## config.mk

```make
export PLATFORM = sky130hd
export DESIGN_NAME = mips_load_store_unit
export DESIGN_NICKNAME = d
export VERILOG_FILES = /design/src/rtl/mips_load_store_unit.sv
export SDC_FILE = /design/constraint.sdc
export NUM_CORES = 1
export LEC_CHECK = 0
export CAP_MARGIN = 20
export CELL_PAD_IN_SITES_DETAIL_PLACEMENT = 1
export CELL_PAD_IN_SITES_GLOBAL_PLACEMENT = 2
export CORE_ASPECT_RATIO = 1.1
export CORE_UTILIZATION = 25
export CTS_CLUSTER_DIAMETER = 200
export CTS_CLUSTER_SIZE = 25
export DETAILED_ROUTE_END_ITERATION = 7
export PLACE_DENSITY = 0.88
export SETUP_SLACK_MARGIN = 0.2
export SLEW_MARGIN = 10
export SYNTH_ARGS = -nofsm -noshare
export SYNTH_HDL_FRONTEND = slang
export SYNTH_SLANG_ARGS = --single-unit
```

## constraint.sdc

```tcl
create_clock -name CLK -period 2.2 [get_ports CLK]
set_clock_uncertainty 0.1 [all_clocks]
set_input_delay 0.22 -clock CLK [delete_from_list [all_inputs] [get_ports CLK]]
set_output_delay 0.22 -clock CLK [all_outputs]
set_load 0.1 [all_outputs]
```

## src/rtl/mips_load_store_unit.sv

```systemverilog
// mips_load_store_unit
//   Initiator side of the data-memory interface. Takes one load/store request
//   at a time from the MEM stage and sequences word-addressed accesses to
//   MIPS_Data_Memory. Byte and halfword stores use read-modify-write.
//   Little-endian lane order: byte k = bits [8k+7:8k].
//
// Ports
//   CLK, RST_N              clock (rising edge), async active-low reset
//   REQ_VALID/REQ_READY     request handshake (READY high only in IDLE)
//   REQ_WE, REQ_SIZE,       store flag, size (00 byte, 01 half, 1x word),
//   REQ_SIGNED              sign-extend sub-word loads
//   REQ_ADDR, REQ_WDATA     byte address, right-aligned store data
//   RSP_VALID, RSP_RDATA,   one-cycle completion pulse, extended load data,
//   RSP_ERR                 misalignment error (qualified by RSP_VALID)
//   MEM_A, MEM_WD, MEM_WE,  word index, write data, write enable to memory
//   MEM_RD                  combinational read data from memory
//
// Configuration
//   LSU_MISALIGN_TRAP_EN    defined: misaligned requests return RSP_ERR=1
//                           without touching memory.
//                           undefined: RSP_ERR tied 0, the address is
//                           force-aligned and the access proceeds.
module mips_load_store_unit #(
  parameter int ADDR_WORD_BITS = 10
) (
  input  logic        CLK,
  input  logic        RST_N,
  input  logic        REQ_VALID,
  output logic        REQ_READY,
  input  logic        REQ_WE,
  input  logic [1:0]  REQ_SIZE,
  input  logic        REQ_SIGNED,
  input  logic [31:0] REQ_ADDR,
  input  logic [31:0] REQ_WDATA,
  output logic        RSP_VALID,
  output logic [31:0] RSP_RDATA,
  output logic        RSP_ERR,
  output logic [31:0] MEM_A,
  output logic [31:0] MEM_WD,
  output logic        MEM_WE,
  input  logic [31:0] MEM_RD
);

  localparam int AB = ADDR_WORD_BITS + 2;  // byte-address bits actually used

  typedef enum logic [1:0] {
    ST_IDLE  = 2'd0,
    ST_READ  = 2'd1,
    ST_WRITE = 2'd2,
    ST_RESP  = 2'd3
  } state_t;

  state_t        state_r, state_s;
  logic [AB-1:0] addr_r, addr_in_s;
  logic [1:0]    size_r;
  logic          we_r, signed_r;
  logic [31:0]   wdata_r;   // latched store data, replaced by merged word in READ
  logic [31:0]   rdata_r;
  logic          accept_s, misalign_s;
  logic          unused_addr_s;

  // Pick the addressed lane out of a memory word and extend it.
  function automatic logic [31:0] load_extract(input logic [31:0] word,
                                               input logic [1:0]  size,
                                               input logic [1:0]  off,
                                               input logic        sgn);
    logic [7:0]  b;
    logic [15:0] h;
    logic [31:0] r;
    case (off)
      2'd0:    b = word[7:0];
      2'd1:    b = word[15:8];
      2'd2:    b = word[23:16];
      default: b = word[31:24];
    endcase
    h = off[1] ? word[31:16] : word[15:0];
    case (size)
      2'b00:   r = {{24{sgn & b[7]}}, b};
      2'b01:   r = {{16{sgn & h[15]}}, h};
      default: r = word;
    endcase
    return r;
  endfunction

  // Overlay the right-aligned store data onto the addressed lane of a word.
  function automatic logic [31:0] store_merge(input logic [31:0] word,
                                              input logic [1:0]  size,
                                              input logic [1:0]  off,
                                              input logic [31:0] wd);
    logic [31:0] r;
    r = word;
    case (size)
      2'b00: begin
        case (off)
          2'd0:    r[7:0]   = wd[7:0];
          2'd1:    r[15:8]  = wd[7:0];
          2'd2:    r[23:16] = wd[7:0];
          default: r[31:24] = wd[7:0];
        endcase
      end
      2'b01: begin
        if (off[1]) r[31:16] = wd[15:0];
        else        r[15:0]  = wd[15:0];
      end
      default: r = wd;
    endcase
    return r;
  endfunction

`ifdef LSU_MISALIGN_TRAP_EN
  // Size 11 is handled as a word, hence the test on size[1].
  function automatic logic is_misaligned(input logic [1:0] size, input logic [1:0] off);
    return ((size == 2'b01) & off[0]) | (size[1] & (off != 2'b00));
  endfunction

  assign misalign_s = is_misaligned(REQ_SIZE, REQ_ADDR[1:0]);
  assign addr_in_s  = REQ_ADDR[AB-1:0];
`else
  // Clear the offset bits that would make the access misaligned.
  function automatic logic [1:0] align_off(input logic [1:0] size, input logic [1:0] off);
    logic [1:0] r;
    case (size)
      2'b00:   r = off;
      2'b01:   r = {off[1], 1'b0};
      default: r = 2'b00;
    endcase
    return r;
  endfunction

  assign misalign_s = 1'b0;
  assign addr_in_s  = {REQ_ADDR[AB-1:2], align_off(REQ_SIZE, REQ_ADDR[1:0])};
`endif

  // High address bits alias onto the implemented range and are deliberately dropped.
  assign unused_addr_s = ^REQ_ADDR[31:AB];
  assign accept_s      = REQ_VALID & (state_r == ST_IDLE);

  // State register.
  always_ff @(posedge CLK or negedge RST_N) begin
    if (!RST_N) state_r <= ST_IDLE;
    else        state_r <= state_s;
  end

  // Next-state decode.
  always_comb begin
    state_s = state_r;
    case (state_r)
      ST_IDLE: begin
        if (accept_s) begin
          if (misalign_s)       state_s = ST_RESP;
          else if (!REQ_WE)     state_s = ST_READ;
          else if (REQ_SIZE[1]) state_s = ST_WRITE;
          else                  state_s = ST_READ;   // sub-word store: read first
        end else begin
          state_s = ST_IDLE;
        end
      end
      ST_READ:  state_s = we_r ? ST_WRITE : ST_RESP;
      ST_WRITE: state_s = ST_RESP;
      ST_RESP:  state_s = ST_IDLE;
      default:  state_s = ST_IDLE;
    endcase
  end

  // Request latch, load capture and read-modify-write merge.
  always_ff @(posedge CLK or negedge RST_N) begin
    if (!RST_N) begin
      addr_r   <= {AB{1'b0}};
      size_r   <= 2'b00;
      we_r     <= 1'b0;
      signed_r <= 1'b0;
      wdata_r  <= 32'h0000_0000;
      rdata_r  <= 32'h0000_0000;
    end else begin
      case (state_r)
        ST_IDLE: begin
          if (accept_s) begin
            addr_r   <= addr_in_s;
            size_r   <= REQ_SIZE;
            we_r     <= REQ_WE;
            signed_r <= REQ_SIGNED;
            wdata_r  <= REQ_WDATA;
            rdata_r  <= 32'h0000_0000;   // stores and errors respond with zero
          end
        end
        ST_READ: begin
          if (we_r) wdata_r <= store_merge(MEM_RD, size_r, addr_r[1:0], wdata_r);
          else      rdata_r <= load_extract(MEM_RD, size_r, addr_r[1:0], signed_r);
        end
        default: ;
      endcase
    end
  end

`ifdef LSU_MISALIGN_TRAP_EN
  logic err_r;

  // Error flag for the request in flight.
  always_ff @(posedge CLK or negedge RST_N) begin
    if (!RST_N)        err_r <= 1'b0;
    else if (accept_s) err_r <= misalign_s;
  end

  assign RSP_ERR = err_r & (state_r == ST_RESP);
`else
  assign RSP_ERR = 1'b0;
`endif

  // All outputs decode straight from registers; MEM_WE drops with the async reset.
  assign REQ_READY = (state_r == ST_IDLE);
  assign RSP_VALID = (state_r == ST_RESP);
  assign RSP_RDATA = rdata_r;
  assign MEM_WE    = (state_r == ST_WRITE);
  assign MEM_WD    = (state_r == ST_WRITE) ? wdata_r : 32'h0000_0000;
  assign MEM_A     = (state_r == ST_IDLE) ? 32'h0000_0000
                   : {{(32-ADDR_WORD_BITS){1'b0}}, addr_r[AB-1:2]};

endmodule

```

# == Word level (Yosys, flattened, before mapping) ==
# Cells that the tools add are included.
# op_classes
n_eq_ne,13
muxes,26
bitwise,3
n_reduce_logical,11
# op_table
op,count
32-bit case mux with 2 select lines,4
32-bit 2-to-1 mux,5
16-bit 2-to-1 mux,3
8-bit 2-to-1 mux,6
8-bit case mux with 3 select lines,1
10-bit 2-to-1 mux,1
2-bit by 1-bit equality test with 1-bit output (second input constant),4
2-bit zero test,4
2-bit case mux with 4 select lines,1
2-bit equality test (second input constant),3
2-bit 2-to-1 mux,3
3-bit != test (second input constant),2
6-bit AND reduction,1
5-bit AND reduction,1
2-bit != test (second input constant),2
2-bit case mux with 2 select lines,1
4-bit AND reduction,1
1-bit AND,3
3-bit by 1-bit != test with 1-bit output (second input constant),1
3-bit AND reduction,1
3-bit OR reduction,1
2-bit by 1-bit != test with 1-bit output (second input constant),1
2-bit AND reduction,1
2-bit nonzero test,1
1-bit 2-to-1 mux,1
# word_totals
reg_bits,82
input_bits,103
out_inout_bits,100
elab_cells,62

# == Depth between registers and ports, before layout ==
# depth
word_depth,8
mapped_depth,9

# == Least setup slack after synthesis ==
# No wires, ideal clock.
# synth_timing
path_type,reg-to-output
startpoint,register state_r[0]
endpoint,output port MEM_A[2]
t_arrival_ns,2.833
slack_ns,-0.953
stages_incl_launch_ff,6
n_path_buf,2
cell_sequence,dfrtp_1 > inv_1 > ha_1 > buf_2 > clkbuf_1 > nor2b_1
# synth_between
elab_chain_len,2
# synth_rtl
item,line_no,text
from (decl),53,"state_t state_r, state_s;"
from (signal assigned),141,else state_r <= state_s;
2-bit zero test,-,
via REQ_READY,29,"output logic REQ_READY,"
10-bit 2-to-1 mux,215,assign MEM_A = (state_r == ST_IDLE) ? 32'h0000_0000
to (decl),38,"output logic [31:0] MEM_A,"
# The timed path passes the listed nets, and every way through them passes these cells.

# == Final worst setup path ==
# layout_timing
startpoint,register state_r[1]
endpoint,register wdata_r[13]
# layout_between
elab_chain_len,4
word_cells_on_any_way,10
cone_classes,eq/ne (5); mux (1); bitwise (1); reduce/logical (3)
# layout_rtl
item,line_no,text
2-bit zero test,"136, 175",
1-bit AND,136,assign accept_s = REQ_VALID & (state_r == ST_IDLE);
2-bit by 1-bit != test with 1-bit output (no line),-,
5-bit AND reduction (no line),-,
to (signal assigned),187,"if (we_r) wdata_r <= store_merge(MEM_RD, size_r, addr_r[1:0], wdata_r);"
to (decl),57,logic [31:0] wdata_r;
# Several ways; a longest one is shown, not always the timed one.
# A chain may end at the register's enable or synchronous reset.

==> metrics.cfg <==
[status]
status = finished, final reports clean

[synthesis]
netlist_instances = 519
synthXorXnorAreaFrac = 0
synthMuxAreaShare = 0.104
yosysUniqueCellTypes = 49
syn-cell-area_um2 = 5010
synth_top_cell_by_area = dfrtp_1
syn_avg_cell_area_um2 = 9.66
ys_seq_elements = 82
synth_compound_area_frac = 0.198
ys_top_cells_by_area = dfrtp_1, mux2i_1, mux2_2
synth_top_family_by_area = compound AO/OA/AOI/OAI gates
ys_seq_area_frac = 0.409
ys_warn_count = 0
synth_edf_count = 0
postSynth.asyncResetShare = 1.00
synthSimpleGateAreaFrac = 0.194
synth-adder-area-share = 0.00998
ys.flop_type = dfrtp_1
yosysTopAreaCellShare = 0.409

[timing]
fmax_mhz = 507
timing.setup.tns_ns = 0
rsz0062_at_grt = yes
setup_viol = 0
min_period_over_period = 0.897
hold_slack_ns = 0.319
fin_ws_ns = 0.226
slew_headroom = 0.597
fin_crit_ns = 1.97
tightest_slew_ns = 0.605
slew_viol_final = 0
hold_viol_final = 0

[global_routing]
grt.met2_usage = 0.351
grt-ovfl-total = 0
grt_max_degree = 44
grtUsageTotal = 0.203
grt_pass1_wl_um = 30800
met3_usage = 0.0505
grt-busiest-layer = met2
grt_pass1_vias = 5210
use_met1 = 0.234
grt_antenna_before_repair = 1

[finish]
n_fill_cell = 2149
stdcell_count = 936
n_antenna_cell = 0
layout_common_cells = dfrtp_1, clkdlybuf4s50_1, buf_4, buf_12, nand2_1
fin_util = 0.407
design_area_um2 = 7890
syn_to_final_growth_pct = 57.3
drive_gt1_frac = 0.334
finalNetCount = 791

[place]
place_ws_ns = -0.0421
placedCellCount = 911
gp_congestion = 0.869
placed_area_um2 = 7380
place_hpwl_um = 15300
io_buffers = 159

[worst_setup_path]
crit_fanout = 17
r2r.worst_path.cells = 7
critPathCaptureType = register
r2r-end = wdata_r[13]
timing.rr.start = state_r[1]
worstPathArrival_ns = 2.10
ff2ff_setup_slack_ns = 0.23
cp.required_ns = 2.33
cp-start-kind = register
path_class = register to register

[floorplan]
ios = 203
dieWidth_um = 137
num_rows = 53
core-area_um2 = 19400
die_h_um = 151
dieArea_um2 = 20600
start_util = 0.259

[detailed_routing]
via_per_inst = 5.07
drt_iter0_markers = 209
wl_per_cell_um = 21.6
drt_first_pass_iters = 4
vias = 4741
drc_errors = 0
routed_wl_um = 20300
ant_nets = 0

[cts]
htree_num_levels = 3
cts.sinks = 82
cts_buffer_depth = 2
clk_latency_ns = 0.36
cts_buffers = 9
root_buffer = clkbuf_16
cts_tree = yes
clk_pin_slew_worst_paths_ns = 0.07

[pwr]
ir_drop_mv = 1.21
power.total_mw = 14.8
power.density_nw_per_um2 = 1870
power.leakage_nw = 3.36

[worst_hold_path]
hold_path.class = input pin to async pin

[flow_run]
drv_cap = 0

[where the power goes]
group / leakage [nW] / internal [mW] / switching [mW]
logic: 2.19 / 3.59 / 6.79
registers: 1.02 / 2.18 / 0.631
clock network: 0.138 / 0.888 / 0.694
total: 3.36 / 6.66 / 8.11
[critical path, cell delays in order (launching register included)]
cell,delay [ns]
dfrtp_1,0.40
inv_2,0.09
ha_2,0.25
buf_4,0.21
inv_1,0.12
buf_6,0.18
nor3_1,0.34
o41ai_2,0.15
[cell usage after synthesis, types with 9 or more instances]
cell type and instances:
buf_4 23, nor3b_1 9, o21ai_0 15, nand2_1 44, nor2_1 17, nand2b_1 10, o211ai_1 22, inv_1 14
mux2i_1 25, dfrtp_1 82, a21oi_1 15, nor2b_1 15, mux2_2 22, and2_1 32, clkbuf_1 18, buf_2 13
nand3_1 17, a221o_1 18, nor3_1 12
[per-layer routing]
| layer | routed length [um] | vias to the layer above |
|---|---|---|
| li1 | - | 2161 |
| met1 | 8030 | 2366 |
| met4 | 684 | 0 |
| met5 | 0 | - |
| met3 | 1400 | 37 |
| met2 | 10100 | 177 |
[flip-flops by register name, summed over array words and instances (netlist names)]
register and flops:
RSP_RDATA 32, addr_r 12, signed_r 1, size_r 2, state_r 2, wdata_r 32
we_r 1
[area by class of cell]
type                       count  area (um^2)  share of cell area
clock buffer                   9          225              0.0286
clock inverter                 7         78.8              0.0100
inverter                      14         52.6             0.00666
multi-input combinational    382         2880               0.365
sequential                    82         2050               0.260
tap                          247          309              0.0392
timing repair buffer         195         2290               0.290
[logic make-up (layout without fill, tap and decap cells)]
family                   Yosys count  count (layout)
flip-flops                        82              82
adder cells (fa/ha/maj)            4               4
other                              1              23
buffers and inverters             78             225
multiplexers                      48              48
AND/OR/NAND/NOR                  179             179
AO/OA/AOI/OAI                    127             128
[repair_timing]
item,in CTS,in global routing
endpoints found under the hold margin,41,0
pin swaps,2,4
hold buffers,1,0
gates resized for setup,10,10
setup buffers,7,0
endpoints found under the setup margin,89,62
gates cloned,1,0
[worst max-delay path by stage]
stage,startpoint,to,slack [ns],depth (start not counted)
2_1_floorplan,state_r[1],MEM_A[9],0.16,4
3_3_place_gp,MEM_RD[31],RSP_RDATA[8],0.1,5
3_5_place_dp,REQ_VALID,RSP_RDATA[18],-0.04,5
4_1_cts,state_r[0],wdata_r[13],0.17,4
5_1_grt,state_r[1],wdata_r[13],0.14,7
6_report,state_r[1],wdata_r[13],0.23,7
Note: power is estimated with default switching activity, not from simulation.
